===== config.mk =====
export PLATFORM = sky130hd
export DESIGN_NAME = pwm_capture_flat
export DESIGN_NICKNAME = d
export VERILOG_FILES = /design/src/rtl/pwm_capture_pkg.sv /design/src/rtl/pwm_capture_if.sv /design/src/rtl/pwm_capture_sync_edge.sv /design/src/rtl/pwm_capture.sv /design/src/flat_wrapper.sv
export SDC_FILE = /design/constraint.sdc
export NUM_CORES = 1
export LEC_CHECK = 0
export BUFFER_PORTS_ARGS = -buffer_cell sky130_fd_sc_hd__buf_2
export CAP_MARGIN = 0
export CORE_ASPECT_RATIO = 1.4
export CORE_MARGIN = 2
export CORE_UTILIZATION = 48
export DETAILED_ROUTE_END_ITERATION = 6
export PLACE_DENSITY = 0.74
export SYNTH_ARGS = -nofsm -noshare
export SYNTH_HDL_FRONTEND = slang
export SYNTH_SLANG_ARGS = --single-unit
export TNS_END_PERCENT = 10

===== constraint.sdc =====
create_clock -name i_clk -period 4.4 [get_ports i_clk]
set_input_delay 0.22 -clock i_clk [delete_from_list [all_inputs] [get_ports i_clk]]
set_output_delay 0.22 -clock i_clk [all_outputs]
set_load 0.01 [all_outputs]

===== src/rtl/pwm_capture_pkg.sv =====
// Shared types and constants for the PWM capture block and its generator counterpart.
package pwm_capture_pkg;

  localparam int PWM_W       = 21;
  localparam int PWM_TIMEOUT = 4000;

  typedef enum logic [1:0] {
    IDLE = 2'd0,
    HIGH = 2'd1,
    LOW  = 2'd2
  } pwm_cap_state_t;

endpackage


===== src/rtl/pwm_capture_if.sv =====
// Measurement result bundle: period/high-time readings plus valid/lost/level status.
interface pwm_capture_if
  import pwm_capture_pkg::*;
#(
  parameter int W = PWM_W
);

  logic [W-1:0] period_out;
  logic [W-1:0] uptime_out;
  logic         valid;
  logic         lost;
  logic         level;

  modport master (
    output period_out,
    output uptime_out,
    output valid,
    output lost,
    output level
  );

  modport slave (
    input period_out,
    input uptime_out,
    input valid,
    input lost,
    input level
  );

endinterface


===== src/rtl/pwm_capture_sync_edge.sv =====
// Two-flop synchronizer for an asynchronous input, plus one delay flop for edge detection.
module pwm_capture_sync_edge (
  input  logic i_clk,
  input  logic i_rst,
  input  logic i_async,
  output logic o_level,
  output logic o_rise,
  output logic o_fall
);

  logic       r_s1;
  logic       r_s2;
  logic       r_s3;
  logic [1:0] r_fill;
  logic       w_armed;

  always_ff @(posedge i_clk) begin
    if (i_rst) begin
      r_s1   <= 1'b0;
      r_s2   <= 1'b0;
      r_s3   <= 1'b0;
      r_fill <= 2'd0;
    end else begin
      r_s1 <= i_async;
      r_s2 <= r_s1;
      r_s3 <= r_s2;
      if (r_fill != 2'd3) r_fill <= r_fill + 2'd1;
    end
  end

  // Edges count only once s3 holds a real sample, so a level already present
  // at reset release is not mistaken for an edge.
  assign w_armed = (r_fill == 2'd3);
  assign o_level = r_s2;
  assign o_rise  = w_armed & r_s2 & ~r_s3;
  assign o_fall  = w_armed & ~r_s2 & r_s3;

endmodule


===== src/rtl/pwm_capture.sv =====
// PWM period/high-time meter; readings use the generator encoding (period = rise spacing - 1).
module pwm_capture
  import pwm_capture_pkg::*;
#(
  parameter int W       = PWM_W,
  parameter int TIMEOUT = PWM_TIMEOUT
) (
  input  logic          i_clk,
  input  logic          i_rst,
  input  logic          i_sig,
  pwm_capture_if.master o_cap
);

  localparam logic [W-1:0] TO_CNT = W'(TIMEOUT);

  logic           w_s2;
  logic           w_rise;
  logic           w_fall;
  logic           w_timeout;

  pwm_cap_state_t r_state,  w_state_nxt;
  logic [W-1:0]   r_cnt,    w_cnt_nxt;
  logic [W-1:0]   r_up_tmp, w_up_tmp_nxt;
  logic [W-1:0]   r_period, w_period_nxt;
  logic [W-1:0]   r_uptime, w_uptime_nxt;
  logic           r_valid,  w_valid_nxt;
  logic           r_lost,   w_lost_nxt;
  logic           r_level,  w_level_nxt;

  pwm_capture_sync_edge u_sync (
    .i_clk   (i_clk),
    .i_rst   (i_rst),
    .i_async (i_sig),
    .o_level (w_s2),
    .o_rise  (w_rise),
    .o_fall  (w_fall)
  );

  assign w_timeout = (r_cnt == TO_CNT);

  always_ff @(posedge i_clk) begin
    if (i_rst) begin
      r_state  <= IDLE;
      r_cnt    <= '0;
      r_up_tmp <= '0;
      r_period <= '0;
      r_uptime <= '0;
      r_valid  <= 1'b0;
      r_lost   <= 1'b1;
      r_level  <= 1'b0;
    end else begin
      r_state  <= w_state_nxt;
      r_cnt    <= w_cnt_nxt;
      r_up_tmp <= w_up_tmp_nxt;
      r_period <= w_period_nxt;
      r_uptime <= w_uptime_nxt;
      r_valid  <= w_valid_nxt;
      r_lost   <= w_lost_nxt;
      r_level  <= w_level_nxt;
    end
  end

  // IDLE: waiting for a reference rise | HIGH: timing high phase | LOW: timing low phase
  always_comb begin
    w_state_nxt  = r_state;
    w_cnt_nxt    = w_timeout ? r_cnt : r_cnt + W'(1);
    w_up_tmp_nxt = r_up_tmp;
    w_period_nxt = r_period;
    w_uptime_nxt = r_uptime;
    w_valid_nxt  = 1'b0;
    w_lost_nxt   = r_lost;
    w_level_nxt  = r_level;

    case (r_state)
      IDLE: begin
        if (w_rise) begin
          w_state_nxt = HIGH;
          w_cnt_nxt   = '0;
        end
      end
      HIGH, LOW: begin
        // Reaching the limit wins over a coincident edge: that cycle is too long to report.
        if (w_timeout) begin
          w_state_nxt  = IDLE;
          w_lost_nxt   = 1'b1;
          w_level_nxt  = w_s2;
          w_period_nxt = '0;
          w_uptime_nxt = '0;
        end else if (r_state == HIGH && w_fall) begin
          w_up_tmp_nxt = r_cnt + W'(1);
          w_state_nxt  = LOW;
        end else if (r_state == LOW && w_rise) begin
          w_period_nxt = r_cnt;
          w_uptime_nxt = r_up_tmp;
          w_valid_nxt  = 1'b1;
          w_lost_nxt   = 1'b0;
          w_cnt_nxt    = '0;
          w_state_nxt  = HIGH;
        end
      end
      default: w_state_nxt = IDLE;
    endcase
  end

  assign o_cap.period_out = r_period;
  assign o_cap.uptime_out = r_uptime;
  assign o_cap.valid      = r_valid;
  assign o_cap.lost       = r_lost;
  assign o_cap.level      = r_level;

endmodule


===== src/flat_wrapper.sv =====
// flat-port wrapper written by rule: the top's interface ports become plain ports
module pwm_capture_flat import pwm_capture_pkg::*;
#(
  parameter int W       = PWM_W,
  parameter int TIMEOUT = PWM_TIMEOUT
)
  (i_clk, i_rst, i_sig, o_cap_period_out, o_cap_uptime_out, o_cap_valid, o_cap_lost, o_cap_level);
  pwm_capture_if #(.W(W)) o_cap_i ();
  input  logic i_clk;
  input  logic i_rst;
  input  logic i_sig;
  output wire logic [$bits(o_cap_i.period_out)-1:0] o_cap_period_out;
  output wire logic [$bits(o_cap_i.uptime_out)-1:0] o_cap_uptime_out;
  output wire logic [$bits(o_cap_i.valid)-1:0] o_cap_valid;
  output wire logic [$bits(o_cap_i.lost)-1:0] o_cap_lost;
  output wire logic [$bits(o_cap_i.level)-1:0] o_cap_level;
  assign o_cap_period_out = o_cap_i.period_out;
  assign o_cap_uptime_out = o_cap_i.uptime_out;
  assign o_cap_valid = o_cap_i.valid;
  assign o_cap_lost = o_cap_i.lost;
  assign o_cap_level = o_cap_i.level;
  pwm_capture #(.W(W), .TIMEOUT(TIMEOUT)) u_core (.i_clk(i_clk), .i_rst(i_rst), .i_sig(i_sig), .o_cap(o_cap_i));
endmodule

# Word-level counts from Yosys, hierarchy flattened
# Index checks and enable logic that the tools add are counted.
# W data, S select, Z words.
[op_classes] addsub=2 n_mul=0 div_mod_pow=0 n_lt_le_gt_ge=0 eq_ne=8 n_shift=0 muxes=21 n_bitwise=8 n_reduce_logical=10
[op_table] cell="$mux W21" n=11
[op_table] cell="$pmux W21 S2" n=1
[op_table] cell="$add A21 B1 Y21 const B" n=1
[op_table] cell="$eq A21 B12 Y1 const B" n=1
[op_table] cell="$mux W2" n=4
[op_table] cell="$reduce_and A3 Y1" n=2
[op_table] cell="$and A1 B1 Y1" n=4
[op_table] cell="$eq A2 B2 Y1 const B" n=2
[op_table] cell="$mux W1" n=4
[op_table] cell="$ne A2 B1 Y1 const B" n=2
[op_table] cell="$ne A4 B1 Y1 const B" n=1
[op_table] cell="$not A1 Y1" n=4
[op_table] cell="$pmux W2 S2" n=1
[op_table] cell="$reduce_and A2 Y1" n=2
[op_table] cell="$reduce_or A4 Y1" n=1
[op_table] cell="$add A2 B1 Y2 const B" n=1
[op_table] cell="$eq A2 B1 Y1 const B" n=1
[op_table] cell="$logic_and A1 B1 Y1" n=2
[op_table] cell="$logic_not A2 Y1" n=1
[op_table] cell="$ne A2 B2 Y1 const B" n=1
[op_table] cell="$reduce_bool A2 Y1" n=1
[op_table] cell="$reduce_or A2 Y1" n=1
[word_totals] regBits=94 latchBits=0 ram_bits=0 mem_bits_ro=0 input_bits=3 out_inout_bits=45 wordCells=61 mem_count=0

# Logic depth before layout (Yosys ltp)
[depth] depth_word=8 mapped_depth=10 ltp_nobuf=9

# Modules after synthesis
# From an unflattened synthesis, not the netlist that was laid out.
[unflattened] hier_cells=367 area_unflattened_um2=3656.0
[modules_own_cells] module="pwm_capture" instances=1 cells_per_inst=351 area_per_inst_um2=3480.8 seq_area_each_um2=1781.7
[modules_own_cells] module="pwm_capture_sync_edge" instances=1 cells_per_inst=16 area_per_inst_um2=175.2 seq_area_each_um2=100.1

# Worst setup path before layout
# Ideal clock, no wire load.
[synth_path] path_type="reg-to-reg" startpoint="register u_core.r_cnt[0]" endpoint="register u_core.r_cnt[0]" setup_ns=0.116 arrival_time_ns=2.132 t_required_ns=4.284 path_slack_ns=2.153 path_stages_with_launch=11 n_path_buf=1 period_less_slack_ns=2.247 cell_sequence="dfxtp_1 > inv_1 > ha_1 > or4b_1 > nor4_4 > nand2_2 > buf_4 > ha_1 > nand2_1 > mux2i_1 > a31o_1"
[synth_via] elab_chain_len=6 elab_cells_between_ends=8 classes_between="add/sub (1); eq/ne (1); mux (6)"
[synth_rtl] item="from (decl)" line_no="pwm_capture.sv:22" source="logic [W-1:0] r_cnt, w_cnt_nxt;"
[synth_rtl] item="from (signal assigned)" line_no="pwm_capture.sv:53" source="r_cnt <= w_cnt_nxt;"
[synth_rtl] item="$add A21 B1 Y21 or $eq A21 B12 Y1 (tied branches)" line_no="pwm_capture.sv:66, pwm_capture.sv:39"
[synth_rtl] item="$mux W21" line_no="pwm_capture.sv:66" source="w_cnt_nxt = w_timeout ? r_cnt : r_cnt + W'(1);"
[synth_rtl] item="$mux W21" line_no="pwm_capture.sv:92" source="end else if (r_state == LOW && w_rise) begin"
[synth_rtl] item="$mux W21" line_no="pwm_capture.sv:89" source="end else if (r_state == HIGH && w_fall) begin"
[synth_rtl] item="$mux W21" line_no="pwm_capture.sv:83" source="if (w_timeout) begin"
[synth_rtl] item="$pmux W21 S2 *" line_no="pwm_capture.sv:74" source="case (r_state)"
# Every way passes the cells marked *; elsewhere a longest branch is shown, timed or not.
# A chain may end at the register's enable or synchronous reset.

# Worst setup path after layout
[layout_path] startpoint="register u_core.r_cnt[1]" endpoint="register u_core.r_period[18] (netlist: u_core.o_cap.period_out[18])"
[layout_via] elab_chain_len=3 elab_cells_between_ends=5 classes_between="eq/ne (2); mux (1); reduce/logical (2)"
[layout_rtl] item="$eq A21 B12 Y1 *" line_no="pwm_capture.sv:39" source="assign w_timeout = (r_cnt == TO_CNT);"
[layout_rtl] item="$ne A2 B1 Y1 (no line) or $reduce_bool A2 Y1 (tied branches)"
[layout_rtl] item="$reduce_and A3 Y1 (no line)"
[layout_rtl] item="to (signal assigned)" line_no="pwm_capture.sv:55" source="r_period <= w_period_nxt;"
[layout_rtl] item="to (decl)" line_no="pwm_capture.sv:24" source="logic [W-1:0] r_period, w_period_nxt;"
# Marked as above.

==> impl_metrics.yaml <==
drt:
  drt_iter0_drc: 155
  ant_nets: 0
  wl_per_cell_um: 14.8
  via_count: 3036
  firstDrtPassIters: 4
  drt-total-wl_um: 8460
  avgViaCountPerCell: 5.30
  drc: 0
place:
  gp_congestion: 0.918
  placed_area_um2: 4290
  dp.final_hpwl_um: 5870
  port_buffers: 47
  dp.cells: 557
logic_synthesis:
  syn_inst: 434
  syn_area_per_cell_um2: 9.30
  dominantRegCellSynth: "dfxtp_1"
  ys_async_sr_fraction_pct: 0
  netlist.area_leader.share_pct: 46.6
  synth_seq_area_share_pct: 46.6
  yosysTopAreaCell: "dfxtp_1"
  netlist_top_cells_area: "dfxtp_1 47%, o32ai_1 7.8%, nand2b_1 7.6%"
  synth.distinct_cells: 43
  synth_nets: 445
  ys_ff_latch: 94
  ys_warn_count: 0
  synth_edf_count: 0
  synth.cell_area_um2: 4040
min_path:
  min_path_type: "input port to register"
finish:
  antenna_cells: 0
  design_area_um2: 4600
  stdcell_count: 573
  drive_gt1_share_pct: 16.3
  area_growth_pct: 13.9
  finalNetCount: 477
clocking:
  cts-root-buf: "clkbuf_16"
  numCtsBuffers: 9
  h-tree-depth: 3
  hold_buffers: 0
  clock-sinks: 94
  cts_resized: 0
  cts_tree: "built"
  clkTransAtPathRegs_ns: 0.06
  clockBufferDepth: 2
  cts_setup_buffers: 0
  clock_latency_ns: 0.34
global_routing:
  grt_util_met1_pct: 24.3
  track_usage_pct: 20.2
  grt_remaining_overflow: 0
  grt_pass1_wl_um: 14200
  grt_pass1_vias: 2939
  busiest_layer: "met2"
  met3_usage_pct: 4.42
  antenna_found_initial: 0
  grt_max_degree: 118
  use_met2_pct: 32.9
die:
  initial_core_util_pct: 49.5
  die_height_um: 113
  die_area_um2: 9170
  ios: 48
  rows: 39
  die_w_um: 81.5
  core_area_um2: 8150
setup_path:
  startpoint_type: "register"
  cp-endpoint: "u_core.o_cap.period_out[18]$_SDFFE_PP0P_"
  cp.arrival_ns: 3.19
  rr_endpoint: "u_core.o_cap.period_out[18]$_SDFFE_PP0P_"
  crit_start: "u_core.r_cnt[1]$_SDFF_PP0_"
  reg2reg_slack_ns: 1.48
  cp-end-kind: "register"
  r2r-start: "u_core.r_cnt[1]$_SDFF_PP0_"
  path_class: "register to register"
  cp_max_fo: 42
  rr_worst_depth: 7
  cp_data_required_time_ns: 4.67
power:
  pwr-share-clk_pct: 42.5
  p_total_uw: 1870
  switching_share_pct: 24.3
  p_per_area_nw_per_um2: 406
  p_leak_uw: 0.00164
  switching_power_uw: 455
  intPower_uw: 1410
  ir_worst_vdd_mv: 0.217
  pwr-share-seq_pct: 48.0
  pwr-share-comb_pct: 9.5
timing:
  finalClockSkew_ns: 0.0106
  min_period_over_period_pct: 66.4
  timing.setup.tns_ns: 0
  setup_viol: 0
  hold_violations: 0
  grt_setup_unrepaired: "no"
  worstMarginPinSlew_ns: 1.10
  maxSlewHeadroom_pct: 26.4
  max_clock_freq_mhz: 342
  slew_violations: 0
  final.min_clock_period_ns: 2.92
status:
  outcome: "complete, no violations"
run:
  drv_cap: 0
worst min path at each step:
stage,startpoint,endpoint,slack [ns],depth (start not counted)
6_report,i_sig,u_core.u_sync.r_s1$_SDFF_PP0_,0.09,2
5_1_grt,i_sig,u_core.u_sync.r_s1$_SDFF_PP0_,0.10,2
4_1_cts,i_sig,u_core.u_sync.r_s1$_SDFF_PP0_,0.08,2
3_5_place_dp,u_core.u_sync.r_s1$_SDFF_PP0_,u_core.u_sync.o_level$_SDFF_PP0_,0.43,1
3_3_place_gp,u_core.u_sync.r_s1$_SDFF_PP0_,u_core.u_sync.o_level$_SDFF_PP0_,0.43,1
2_1_floorplan,i_sig,u_core.u_sync.r_s1$_SDFF_PP0_,0.35,1
stage by stage:
step	hold WS, ns	util (%)	setup slack, ns
floorplan	0.348	-	2.15
global placement	0.428	52.6	1.49
detailed placement	0.431	52.6	1.43
CTS	0.0769	56.4	1.42
global route	0.101	56.4	1.20
finish	0.0924	56.4	1.48
state kept, by name, summed over array words and instances (netlist names):
name and cells:
u_core.o_cap.lost 1, u_core.r_state 2, u_core.o_cap.level 1, u_core.r_cnt 21, u_core.u_sync.o_level 1, u_core.o_cap.valid 1
u_core.u_sync.r_fill 2, u_core.o_cap.period_out 21, u_core.u_sync.r_s3 1, u_core.o_cap.uptime_out 21, u_core.u_sync.r_s1 1, u_core.r_up_tmp 21
kinds of logic after synthesis:
logic type	share of synthesized area, %
compound gates	14.4
xor+xnor	4.34
fa+ha+maj	2.48
buf+inv	7.65
flops	46.6
mux	3.47
simple gates	21.0
cell usage after synthesis, types with 7 or more instances:
cell type  instances
a21oi_1            7
xnor2_1            9
ha_1               8
inv_1             43
xor2_1            11
nor2_1            43
o32ai_1           36
a211oi_1          17
nand2b_1          49
buf_2              7
nor3_1             7
mux2i_1           14
nand2_1           12
dfxtp_1           94
nand3_1           10
nand4_1            7
clkbuf_1          16
worst max-delay path, stage by stage, from the launching register on:
cell     delay, ns
dfxtp_1       0.36
inv_1         0.11
ha_1          0.13
or4b_1        0.50
nor4_4        0.28
nand2_2       0.26
a21oi_4       0.92
mux2i_1       0.28
cells in the final DEF, fill, tap and decap left out, types with 2 or more instances in the layout:
cell       instances
nand2b_1          49
a21oi_1            7
xor2_1            11
mux2i_1           14
buf_4              3
or4_4              3
nand4_1            7
o32ai_1           36
xnor2_1            9
clkbuf_8           2
buf_2             47
nor2_1            43
dfxtp_1           94
nand3_1           10
nor2b_1            5
nand3b_1           2
a211oi_1          16
inv_1             43
inv_6              2
nand2_1           12
nand4b_1           2
ha_1               8
o21ai_0            5
nor3_1             7
nor4_1             3
clkbuf_16          9
metal layers:
layer / vias to the layer above / wire length [um]
met3: 21 / 268
met5: - / 0
met2: 50 / 4140
li1: 1568 / -
met1: 1397 / 3730
met4: 0 / 318
area by class of cell:
type                       instances  area (um^2)
inverter                          43          161
clock inverter                     4         52.6
fill                             734         3550
multi-input combinational        268         1860
tap                              102          128
timing repair buffer              50          258
clock buffer                      12          256
sequential                        94         1880
power groups by stage:
| stage | clock (uW) | sequential (uW) | combinational [uW] |
|---|---|---|---|
| 6_report | 794 | 897 | 177 |
| 5_1_grt | 850 | 900 | 197 |
| 4_1_cts | 816 | 897 | 177 |
| 3_5_place_dp | 0 | 916 | 175 |
| 3_3_place_gp | 0 | 914 | 175 |
| 2_1_floorplan | 0 | 907 | 147 |
(Power assumes the default switching activity.)
